--- src/rtl/parity_frame_accum.sv ---
`default_nettype none
// ============================================================================
// Module      : parity_frame_accum
// Description : Streaming frame parity generator. Each accepted DATA_W-bit
//               word is XOR-reduced to one bit. These bits are accumulated
//               over a frame that ends on in_last_i. The frame parity, the
//               saturating beat count and an overflow flag are returned on a
//               valid/ready result port. The result appears one cycle after
//               the closing beat.
// Options     : PARITY_CHECK_EN (macro) adds in_exp_parity_i / out_err_o. These
//               compare the generated parity with an expected parity bit that
//               is supplied with the closing beat.
// Revision    : 1.0 - initial release
// ============================================================================
module parity_frame_accum #(
  parameter int DATA_W    = 8,
  parameter int ODD       = 0,
  parameter int MAX_BEATS = 16,
  parameter int CNT_W     = $clog2(MAX_BEATS + 1)
) (
  input  logic              clk_i,
  input  logic              reset_i,
  input  logic              in_valid_i,
  output logic              in_ready_o,
  input  logic [DATA_W-1:0] in_data_i,
  input  logic              in_last_i,
`ifdef PARITY_CHECK_EN
  input  logic              in_exp_parity_i,
  output logic              out_err_o,
`endif
  output logic              out_valid_o,
  input  logic              out_ready_i,
  output logic              out_parity_o,
  output logic [CNT_W-1:0]  out_beats_o,
  output logic              out_overflow_o
);

  localparam logic [CNT_W-1:0] C_MAX_BEATS = CNT_W'(MAX_BEATS);
  localparam logic             C_ODD       = (ODD != 0);

  typedef enum logic [0:0] {
    S_IDLE = 1'b0,
    S_ACC  = 1'b1
  } state_t;

  state_t           state_q, state_d;
  logic             acc_q, acc_d;
  logic [CNT_W-1:0] cnt_q, cnt_d;
  logic             ovf_q, ovf_d;

  logic             out_valid_q, out_valid_d;
  logic             out_parity_q, out_parity_d;
  logic [CNT_W-1:0] out_beats_q, out_beats_d;
  logic             out_ovf_q, out_ovf_d;
`ifdef PARITY_CHECK_EN
  logic             out_err_q, out_err_d;
`endif

  // Handshake qualifiers and per-beat values.
  logic             w_in_ready;
  logic             w_in_acc;
  logic             w_out_acc;
  logic             w_close;
  logic             w_beat_par;
  logic             w_cnt_sat;
  logic [CNT_W-1:0] w_cnt_inc;
  logic             w_ovf_inc;
  logic             w_frame_par;

  // A slot is free when no result is held, or when the held result leaves this cycle.
  assign w_in_ready  = !out_valid_q | out_ready_i;
  assign w_in_acc    = in_valid_i & w_in_ready;
  assign w_out_acc   = out_valid_q & out_ready_i;
  assign w_close     = w_in_acc & in_last_i;
  assign w_beat_par  = ^in_data_i;
  assign w_cnt_sat   = (cnt_q == C_MAX_BEATS);
  assign w_cnt_inc   = w_cnt_sat ? cnt_q : cnt_q + CNT_W'(1);
  assign w_ovf_inc   = ovf_q | w_cnt_sat;
  assign w_frame_par = acc_q ^ w_beat_par ^ C_ODD;

  // Frame-open tracking. The datapath below does the accumulation. This FSM
  // records whether beats of an unfinished frame are currently held.
  always_comb begin
    state_d = state_q;
    unique case (state_q)
      S_IDLE: if (w_in_acc && !in_last_i) state_d = S_ACC;
      S_ACC:  if (w_close)                state_d = S_IDLE;
      default:                            state_d = S_IDLE;
    endcase
  end

  // Accumulator, beat counter and sticky overflow for the open frame.
  always_comb begin
    acc_d = acc_q;
    cnt_d = cnt_q;
    ovf_d = ovf_q;
    if (w_close) begin
      acc_d = 1'b0;
      cnt_d = '0;
      ovf_d = 1'b0;
    end else if (w_in_acc) begin
      acc_d = acc_q ^ w_beat_par;
      cnt_d = w_cnt_inc;
      ovf_d = w_ovf_inc;
    end
  end

  // Result register. A new close wins over draining, so back-to-back frames
  // keep out_valid high. Otherwise the fields hold until they are accepted.
  always_comb begin
    out_valid_d  = out_valid_q;
    out_parity_d = out_parity_q;
    out_beats_d  = out_beats_q;
    out_ovf_d    = out_ovf_q;
`ifdef PARITY_CHECK_EN
    out_err_d    = out_err_q;
`endif
    if (w_close) begin
      out_valid_d  = 1'b1;
      out_parity_d = w_frame_par;
      out_beats_d  = w_cnt_inc;
      out_ovf_d    = w_ovf_inc;
`ifdef PARITY_CHECK_EN
      out_err_d    = (w_frame_par != in_exp_parity_i);
`endif
    end else if (w_out_acc) begin
      out_valid_d  = 1'b0;
    end
  end

  // State and datapath registers. An asynchronous reset drops any partial frame.
  always_ff @(posedge clk_i or posedge reset_i) begin
    if (reset_i) begin
      state_q      <= S_IDLE;
      acc_q        <= 1'b0;
      cnt_q        <= '0;
      ovf_q        <= 1'b0;
      out_valid_q  <= 1'b0;
      out_parity_q <= 1'b0;
      out_beats_q  <= '0;
      out_ovf_q    <= 1'b0;
    end else begin
      state_q      <= state_d;
      acc_q        <= acc_d;
      cnt_q        <= cnt_d;
      ovf_q        <= ovf_d;
      out_valid_q  <= out_valid_d;
      out_parity_q <= out_parity_d;
      out_beats_q  <= out_beats_d;
      out_ovf_q    <= out_ovf_d;
    end
  end

`ifdef PARITY_CHECK_EN
  // Mismatch flag, registered together with out_parity.
  always_ff @(posedge clk_i or posedge reset_i) begin
    if (reset_i) begin
      out_err_q <= 1'b0;
    end else begin
      out_err_q <= out_err_d;
    end
  end

  assign out_err_o = out_err_q;
`endif

  assign in_ready_o     = w_in_ready;
  assign out_valid_o    = out_valid_q;
  assign out_parity_o   = out_parity_q;
  assign out_beats_o    = out_beats_q;
  assign out_overflow_o = out_ovf_q;

endmodule
`default_nettype wire

--- config.mk ---
export PLATFORM = sky130hd
export DESIGN_NAME = parity_frame_accum
export DESIGN_NICKNAME = d
export VERILOG_FILES = /design/src/rtl/parity_frame_accum.sv
export SDC_FILE = /design/constraint.sdc
export NUM_CORES = 1
export LEC_CHECK = 0
export CORE_UTILIZATION = 46
export DETAILED_ROUTE_END_ITERATION = 10
export PLACE_DENSITY_LB_ADDON = 0.3
export SKIP_LAST_GASP = 1
export SLEW_MARGIN = 20
export SYNTH_ARGS = -nofsm -noshare
export SYNTH_HDL_FRONTEND = slang
export SYNTH_SLANG_ARGS = --single-unit
export TNS_END_PERCENT = 20
--- constraint.sdc ---
create_clock -name clk_i -period 1.6 [get_ports clk_i]
set_input_delay 0.24 -clock clk_i [delete_from_list [all_inputs] [get_ports clk_i]]
set_output_delay 0.24 -clock clk_i [all_outputs]
set_load 0.005 [all_outputs]
==> impl_metrics.ini, run 1 <==
[synth]
ys_ff_latch = 15
yosysTopAreaCell = dfrtp_1
yosysSeqAreaShare_pct = 46.15
synth_fp_nets = 91
avgSynthCellArea_um2 = 10.70
synth_top_cell_area_share_pct = 46.15
synth_cell_types = 28
synth.area.top_cells = dfrtp_1, xnor2_1, o21ai_1
postSynthCellCount = 76
synth_warnings = 0
synth_area_um2 = 813.3

[drt]
drt_wl_total_um = 1503
drt_pre_antenna_iters = 9
vias = 631
vias_per_cell = 5.258
antenna_left = 0
drt_iter0_drc = 29
avgRoutedWirePerCell_um = 12.53
drc_errors = 1

[sta]
hold_viol_final = 0
worst_pin_slew_ns = 0.5420
timing.final.crit_share_pct = 93.39
timing.hold.ws_ns = 0.3018
period_needed_ns = 1.494
fmax_mhz = 669.2
drv_slew = 0
postLayoutSetupSlackWorst_ns = 0.1057
rsz0062_at_grt = false
setup_viol = 0
relSlewSlack_pct = 63.82
fin_skew_ns = 0.003765

[cts]
cts_root_buf = clkbuf_4
cts_tree = yes
cts_sinks = 15
clk_latency_ns = 0.28
cts_max_path_buffers = 2
htreeDepth = 1
hold_buffers = 0
clk_pin_slew_ns = 0.09
numCtsBuffers = 3
cts_setup_buffers = 0

[worst_setup_path]
crit_end = out_parity_o
path_depth = 5
worstSetupStartpoint = in_data_i[5]
reg2reg_to = cnt_q[0]
cp-start-kind = input pin
slowest_stage = clkdlybuf4s50_1
timing.critical_path.buf_inv = 1
regToRegStartpoint = cnt_q[0]
cp_top_family = XOR/XNOR gates
crit_fanout = 2
critPathRequiredTime_ns = 1.77
cp.arrival_ns = 1.67
path_cells = clkdlybuf4s50_1 > xnor2_1 > xnor3_1 > xnor2_1 > mux2_2
worstSetupPathType = input pin to register
worst_path_most_repeated_cell = xnor2_1
rr_worst_depth = 7
crit_path_end_kind = register
cpPeakStageDelay_ns = 0.48
r2r_slack_ns = 0.13

[grt]
grt_overflow = 0
antenna_found_initial = 0
globalRouteTotalUtil_pct = 17.84
grt_max_degree = 16
grt_pass1_wl_um = 2504
grt_pass1_vias = 617

[floorplanning]
core_um2 = 1577
start_util_pct = 51.59
fp-row-count = 14
num_io_pins = 22
die_area_um2 = 1940
chipWidth_um = 44.05
fp.dieH_um = 44.05

[pwr]
ir_drop_v = 0.0006070
p_per_area_nw_per_um2 = 957.0
total_leakage_power_nw = 0.4801
design_power_total_mw = 1.063

[status]
violations = design-rule violations
status = finished, violations left

[finish]
finalNetCount = 120
area_delta_synth_final_pct = 36.62
final_cell_count_no_fill = 120
final_cell_mix = clkdlybuf4s50_1, dfrtp_1, o21ai_1
diodes = 0
drive_gt1_share_pct = 17.31
final_common_cell = clkdlybuf4s50_1

[placement]
gp_congestion = 0.8122
dpl.hpwl_um = 1142
pre_cts_slack_ns = -0.2101
dp_cells = 116
io_buffers = 21

[min_path]
hold_path_class = input pin to async pin

[run]
max-cap-violations = 0
==> synthesized netlist by cell type <==
master and number:
dfrtp_1 15, o21ai_1 8, nand2_1 7, xnor2_1 5, a31oi_1 4, inv_1 4, o31ai_1 4, nand3_1 3
nor2_1 3, buf_2 2, clkbuf_1 2, ha_1 2, xor2_1 2, a22o_1 1, mux2_1 1, mux2_2 1
nand2_2 1, nand2b_1 1, nand2b_2 1, nor2b_1 1, nor4bb_1 1, o21ai_0 1, o41ai_1 1, or2_1 1
xnor2_2 1, xnor2_4 1, xnor3_1 1, xor2_2 1
==> state kept, by name (all words and copies together) (netlist names) <==
signal          cells
out_parity_o        1
cnt_q               5
out_valid_o         1
out_beats_o         5
out_overflow_o      1
ovf_q               1
acc_q               1
==> metrics by stage <==
stage	cell area [µm²]	TNS [ns]	util [%]
floorplan	813.3	0	-
global placement	1079	-0.2563	68.41
detailed placement	1079	-0.3408	68.41
CTS	1105	0	70.08
global route	1111	0	70.48
finish	1111	0	70.48
==> area by class of cell <==
class                      instances  area [µm²]
fill                             117       465.4
multi-input combinational         53       411.6
tap                               16       20.02
inverter                           4       15.01
clock inverter                     1       5.005
timing repair buffer              28       261.5
sequential                        15       375.4
clock buffer                       3       22.52
==> kinds of logic after synthesis <==
group	after synthesis	share of synthesized area, %
flip-flops	15	46.15
XOR/XNOR	11	17.69
adder cells (fa/ha/maj)	2	3.076
AO/OA/AOI/OAI	19	14.46
multiplexers	2	2.769
AND/OR/NAND/NOR	19	11.85
buffers and inverters	8	4.000
==> routing by layer <==
layer  share of wire, %  vias up  GRT usage (%)  wire, µm
li1                   -      314              -         -
met3                4.3        2          4.898        65
met4               0.67        0          9.091        10
met2                 50       19          29.41       746
met1                 45      296          21.33       680
met5                  0        -              0         0
==> worst reg2reg max path, cell delays in order (launching register included) <==
cell and delay [ns]:
dfrtp_1 0.40, inv_1 0.09, ha_1 0.16, nor4bb_2 0.27
buf_4 0.19, nor2b_1 0.14, o21ai_1 0.07, o31ai_1 0.07
==> how the worst min path moves through the flow <==
| stage | cells after the start | startpoint | endpoint | slack, ns |
|---|---|---|---|---|
| final | 2 | reset_i | out_valid_o | 0.30 |
| after detailed placement | 2 | out_beats_o[2] | out_beats_o[2] | 0.47 |
| after global routing | 2 | reset_i | out_valid_o | 0.35 |
| after global placement | 2 | out_beats_o[2] | out_beats_o[2] | 0.46 |
| after CTS | 2 | reset_i | out_valid_o | 0.31 |
| after floorplan | 1 | reset_i | acc_q | 0.14 |
==> what timing repair did <==
action / CTS / global route
setup endpoints to repair: 1 / 1
cloned: 0 / 0
gates resized for setup: 1 / 1
==> power breakdown <==
part	switching [mW]	internal (mW)	leakage, nW	total [mW]
Combinational	0.131	0.234	0.264	0.365
Clock	0.117	0.0926	0.0177	0.210
Sequential	0.0467	0.441	0.199	0.488
No activity file was read; power rests on OpenSTA's default activity.
==> run 2: changes to the inputs <==
==> constraint.sdc (replaced) <==
create_clock -name clk_i -period 1.6 [get_ports clk_i]
set_input_delay 0.16 -clock clk_i [delete_from_list [all_inputs] [get_ports clk_i]]
set_output_delay 0.16 -clock clk_i [all_outputs]
set_load 0.005 [all_outputs]
==> impl_metrics.ini, run 2 (synthesized netlist as in run 1, its figures left out) <==
[status]
status = finished, violations left
violations = design-rule violations

[placement]
pre_cts_slack_ns = -0.1150
io_buffers = 21
gp_congestion = 0.8089
dpl.hpwl_um = 1130

[cts]
htreeDepth = 1
cts_root_buf = clkbuf_4
clk_latency_ns = 0.28
cts_setup_buffers = 0
cts_tree = yes
hold_buffers = 0
cts_max_path_buffers = 2
clk_pin_slew_ns = 0.08
numCtsBuffers = 3
cts_resized = 0
cts_sinks = 15

[worst_setup_path]
critPathRequiredTime_ns = 1.44
cp-start-kind = register
regToRegStartpoint = cnt_q[0]
worstSetupPathType = register to output port
rr_worst_depth = 7
reg2reg_to = cnt_q[0]
crit_fanout = 6
r2r_slack_ns = 0.14
crit_path_end_kind = output port
cp.arrival_ns = 1.32

[floorplanning]
start_util_pct = 51.59
fp.dieH_um = 44.05
die_area_um2 = 1940
num_io_pins = 22
chipWidth_um = 44.05
core_um2 = 1577
fp-row-count = 14

[sta]
setup_viol = 0
worst_pin_slew_ns = 0.5509
relSlewSlack_pct = 63.23
fmax_mhz = 675.6
timing.final.crit_share_pct = 92.52
tns_ns = 0
drv_slew = 0
postLayoutSetupSlackWorst_ns = 0.1198
fin_skew_ns = 0.003546
period_needed_ns = 1.480
hold_viol_final = 0

[drt]
vias = 625
drt_wl_total_um = 1468
avgRoutedWirePerCell_um = 12.34
vias_per_cell = 5.252
antenna_left = 0
drt_iter0_drc = 17
drt_pre_antenna_iters = 9
drc_errors = 1

[finish]
drive_gt1_share_pct = 15.53
finalNetCount = 119
multi_input_area_um2 = 411.6
num-fill-cells = 137
final-seq-area_um2 = 375.4
area_delta_synth_final_pct = 35.69
final_common_cell = clkdlybuf4s50_1
final_cell_mix = clkdlybuf4s50_1, dfrtp_1, o21ai_1
fin_util_pct = 70.00
diodes = 0

[grt]
grt_overflow = 0
grt_pass1_wl_um = 2635
grt_pass1_vias = 600
antenna_found_initial = 0
grt_max_degree = 16
globalRouteTotalUtil_pct = 19.05

[pwr]
ir_drop_v = 0.0006030
total_leakage_power_nw = 0.4740
p_per_area_nw_per_um2 = 963.1

[min_path]
hold_path_class = input pin to async pin

[run]
max-cap-violations = 0
-- run 2: changes by cell type in the layout (fill, tap and decap cells not counted) --
cell and change:
buf_4 -1, clkbuf_1 +1, clkdlybuf4s50_1 +1, clkinv_2 -1
dlygate4sd2_1 -1
-- run 2: metal layers --
layer  track usage (%)  part of all wire, %
met1             22.40                   43
met2             30.00                   50
met3             8.163                  6.5
met4             9.091                  1.2
met5                 0                    0
-- run 2: worst max-delay path by stage --
stage	startpoint	end	slack [ns]	depth (start not counted)
floorplan	acc_q	out_parity_o	0.23	4
global placement	in_data_i[2]	out_parity_o	-0.09	5
detailed placement	in_data_i[5]	out_parity_o	-0.12	5
CTS	cnt_q[0]	cnt_q[0]	0.08	7
global route	cnt_q[0]	cnt_q[0]	-0.007	7
finish	out_valid_o	in_ready_o	0.12	2
-- run 2: critical path, stage by stage (launching register included) --
cell,delay [ns]
dfrtp_1,0.39
nand2b_2,0.13
clkdlybuf4s50_1,0.52
-- run 2: layout make-up --
class,instances,area share [%]
Sequential cell,15,34.01
Tap cell,16,1.814
Clock buffer,4,2.381
Inverter,4,1.361
Timing Repair Buffer,27,23.13
Multi-Input combinational cell,53,37.30
-- run 2: through the flow --
stage	cells	total power [mW]	area, µm²	hold slack (ns)
floorplan	76	0.6953	813.3	0.06148
global placement	115	0.8497	1071	0.4639
detailed placement	115	0.8587	1071	0.4752
CTS	119	1.077	1097	0.2351
global route	119	1.142	1104	0.2693
finish	119	1.063	1104	0.2244
-- run 2: power by group --
part           internal (mW)  total, mW  switching (mW)
logic                  0.233      0.362           0.129
registers              0.441      0.489          0.0478
clock network         0.0968      0.212           0.115
total                  0.771       1.06           0.292
==> run 3: changes to the inputs <==
--- a/config.mk
+++ b/config.mk
@@ -5,7 +5,7 @@
 export SDC_FILE = /design/constraint.sdc
 export NUM_CORES = 1
 export LEC_CHECK = 0
-export CORE_UTILIZATION = 46
+export CORE_UTILIZATION = 40
 export DETAILED_ROUTE_END_ITERATION = 10
 export PLACE_DENSITY_LB_ADDON = 0.3
 export SKIP_LAST_GASP = 1
==> constraint.sdc (replaced) <==
create_clock -name clk_i -period 1.88 [get_ports clk_i]
set_input_delay 0.188 -clock clk_i [delete_from_list [all_inputs] [get_ports clk_i]]
set_output_delay 0.188 -clock clk_i [all_outputs]
set_load 0.005 [all_outputs]
==> impl_metrics.ini, run 3 (synthesized netlist as in run 1, its figures left out) <==
[sta]
fmax_mhz = 624.3
timing.final.crit_share_pct = 85.20
period_needed_ns = 1.602
rsz0062_at_grt = false
fin_skew_ns = 0.001913
drv_slew = 0
hold_viol_final = 0
worst_pin_slew_ns = 0.5560
setup_viol = 0
tns_ns = 0
relSlewSlack_pct = 62.89

[pwr]
ir_drop_v = 0.0007163
total_leakage_power_nw = 0.4679
design_power_total_mw = 0.8988
p_per_area_nw_per_um2 = 816.3

[worst_setup_path]
cp-start-kind = register
reg2reg_to = cnt_q[0]
cpPeakStageDelay_ns = 0.44
rr_worst_depth = 7
crit_end = cnt_q[0]
critPathRequiredTime_ns = 2.07
regToRegStartpoint = cnt_q[0]
r2r_slack_ns = 0.28
slowest_stage = dfrtp_1
worstSetupStartpoint = cnt_q[0]
worstSetupPathType = register to register
path_cells = inv_1 > ha_1 > nor4bb_1 > buf_4 > nor2b_1 > o21ai_1 > o31ai_1
crit_path_end_kind = register
crit_fanout = 6
cp.arrival_ns = 1.79

[floorplanning]
core_um2 = 1821
die_area_um2 = 2217
start_util_pct = 44.67
fp.dieH_um = 47.09
num_io_pins = 22
chipWidth_um = 47.09
fp-row-count = 15

[drt]
vias_per_cell = 5.031
drt_wl_total_um = 1434
antenna_left = 0
vias = 639
drc_errors = 0
drt_iter0_drc = 10
drt_pre_antenna_iters = 4
avgRoutedWirePerCell_um = 11.29

[cts]
cts_sinks = 15
cts_max_path_buffers = 2
clk_latency_ns = 0.27
hold_buffers = 0
cts_resized = 0
clk_pin_slew_ns = 0.09
cts_root_buf = clkbuf_4
cts_setup_buffers = 0
htreeDepth = 1
cts_tree = yes
numCtsBuffers = 3

[finish]
final_common_cell = clkdlybuf4s50_1
diodes = 0
drive_gt1_share_pct = 13.73
final_cell_mix = clkdlybuf4s50_1, dfrtp_1, o21ai_1
area_delta_synth_final_pct = 35.39
finalNetCount = 118
num-fill-cells = 182

[grt]
grt_pass1_wl_um = 2435
grt_overflow = 0
globalRouteTotalUtil_pct = 16.21
grt_pass1_vias = 585
antenna_found_initial = 0
grt_max_degree = 16

[placement]
gp_congestion = 0.7878
io_buffers = 21
dpl.hpwl_um = 1114

[min_path]
hold_path_class = input pin to async pin

[run]
max-cap-violations = 0

[status]
status = complete, no violations
-- run 3: changes by cell type in the layout (fill, tap and decap cells not counted), sizes merged --
cell / before / now
buf: 6 / 5
-- run 3: how the worst min path moves through the flow --
stage / from / end / slack (ns) / depth (start not counted)
final: reset_i / out_overflow_o / 0.26 / 2
after global routing: reset_i / out_overflow_o / 0.31 / 2
after CTS: reset_i / out_valid_o / 0.28 / 2
after detailed placement: out_beats_o[4] / out_beats_o[4] / 0.47 / 2
after global placement: out_beats_o[2] / out_beats_o[2] / 0.46 / 2
after floorplan: reset_i / acc_q / 0.09 / 1
-- run 3: through the flow --
step                      setup WS (ns)  instance area, µm²  instances  hold WS (ns)  utilization (%)
after global placement           0.1686                1075        123        0.4622            59.04
final                            0.2782                1101        127        0.2576            60.48
after detailed placement         0.1261                1075        123        0.4744            59.04
after CTS                        0.2899                1101        127        0.2753            60.48
after global routing             0.1696                1101        127        0.3107            60.48
after floorplan                  0.5095               813.3         76       0.08948                -
-- run 3: per-layer routing --
layer	vias up	part of all wire (%)	GRT usage [%]
met3	2	4.4	3.462
li1	313	-	-
met4	0	1.5	8.571
met2	19	47	26.11
met5	-	0	0
met1	305	47	20.38
-- run 3: critical path, delay by kind of cell (launching register included) --
| kind | cells | cell delay [ns] |
|---|---|---|
| buffers and inverters | 2 | 0.31 |
| AO/OA/AOI/OAI | 2 | 0.14 |
| AND/OR/NAND/NOR | 2 | 0.49 |
| flip-flops | 1 | 0.44 |
| adder cells (fa/ha/maj) | 1 | 0.14 |
-- run 3: power breakdown --
group	total (mW)	switching [mW]	internal, mW
registers	0.419	0.0436	0.376
logic	0.299	0.106	0.193
clock network	0.181	0.0984	0.0821
total	0.899	0.248	0.651
-- run 3: area by class of cell --
| type | count | area (µm²) | share of cell area (%) |
|---|---|---|---|
| clock buffers | 4 | 26.28 | 2.386 |
| flip-flops and latches | 15 | 375.4 | 34.09 |
| multi-input cells | 53 | 405.4 | 36.82 |
| repair buffers | 26 | 247.7 | 22.50 |
| well taps | 25 | 31.28 | 2.841 |
| inverters | 4 | 15.01 | 1.364 |
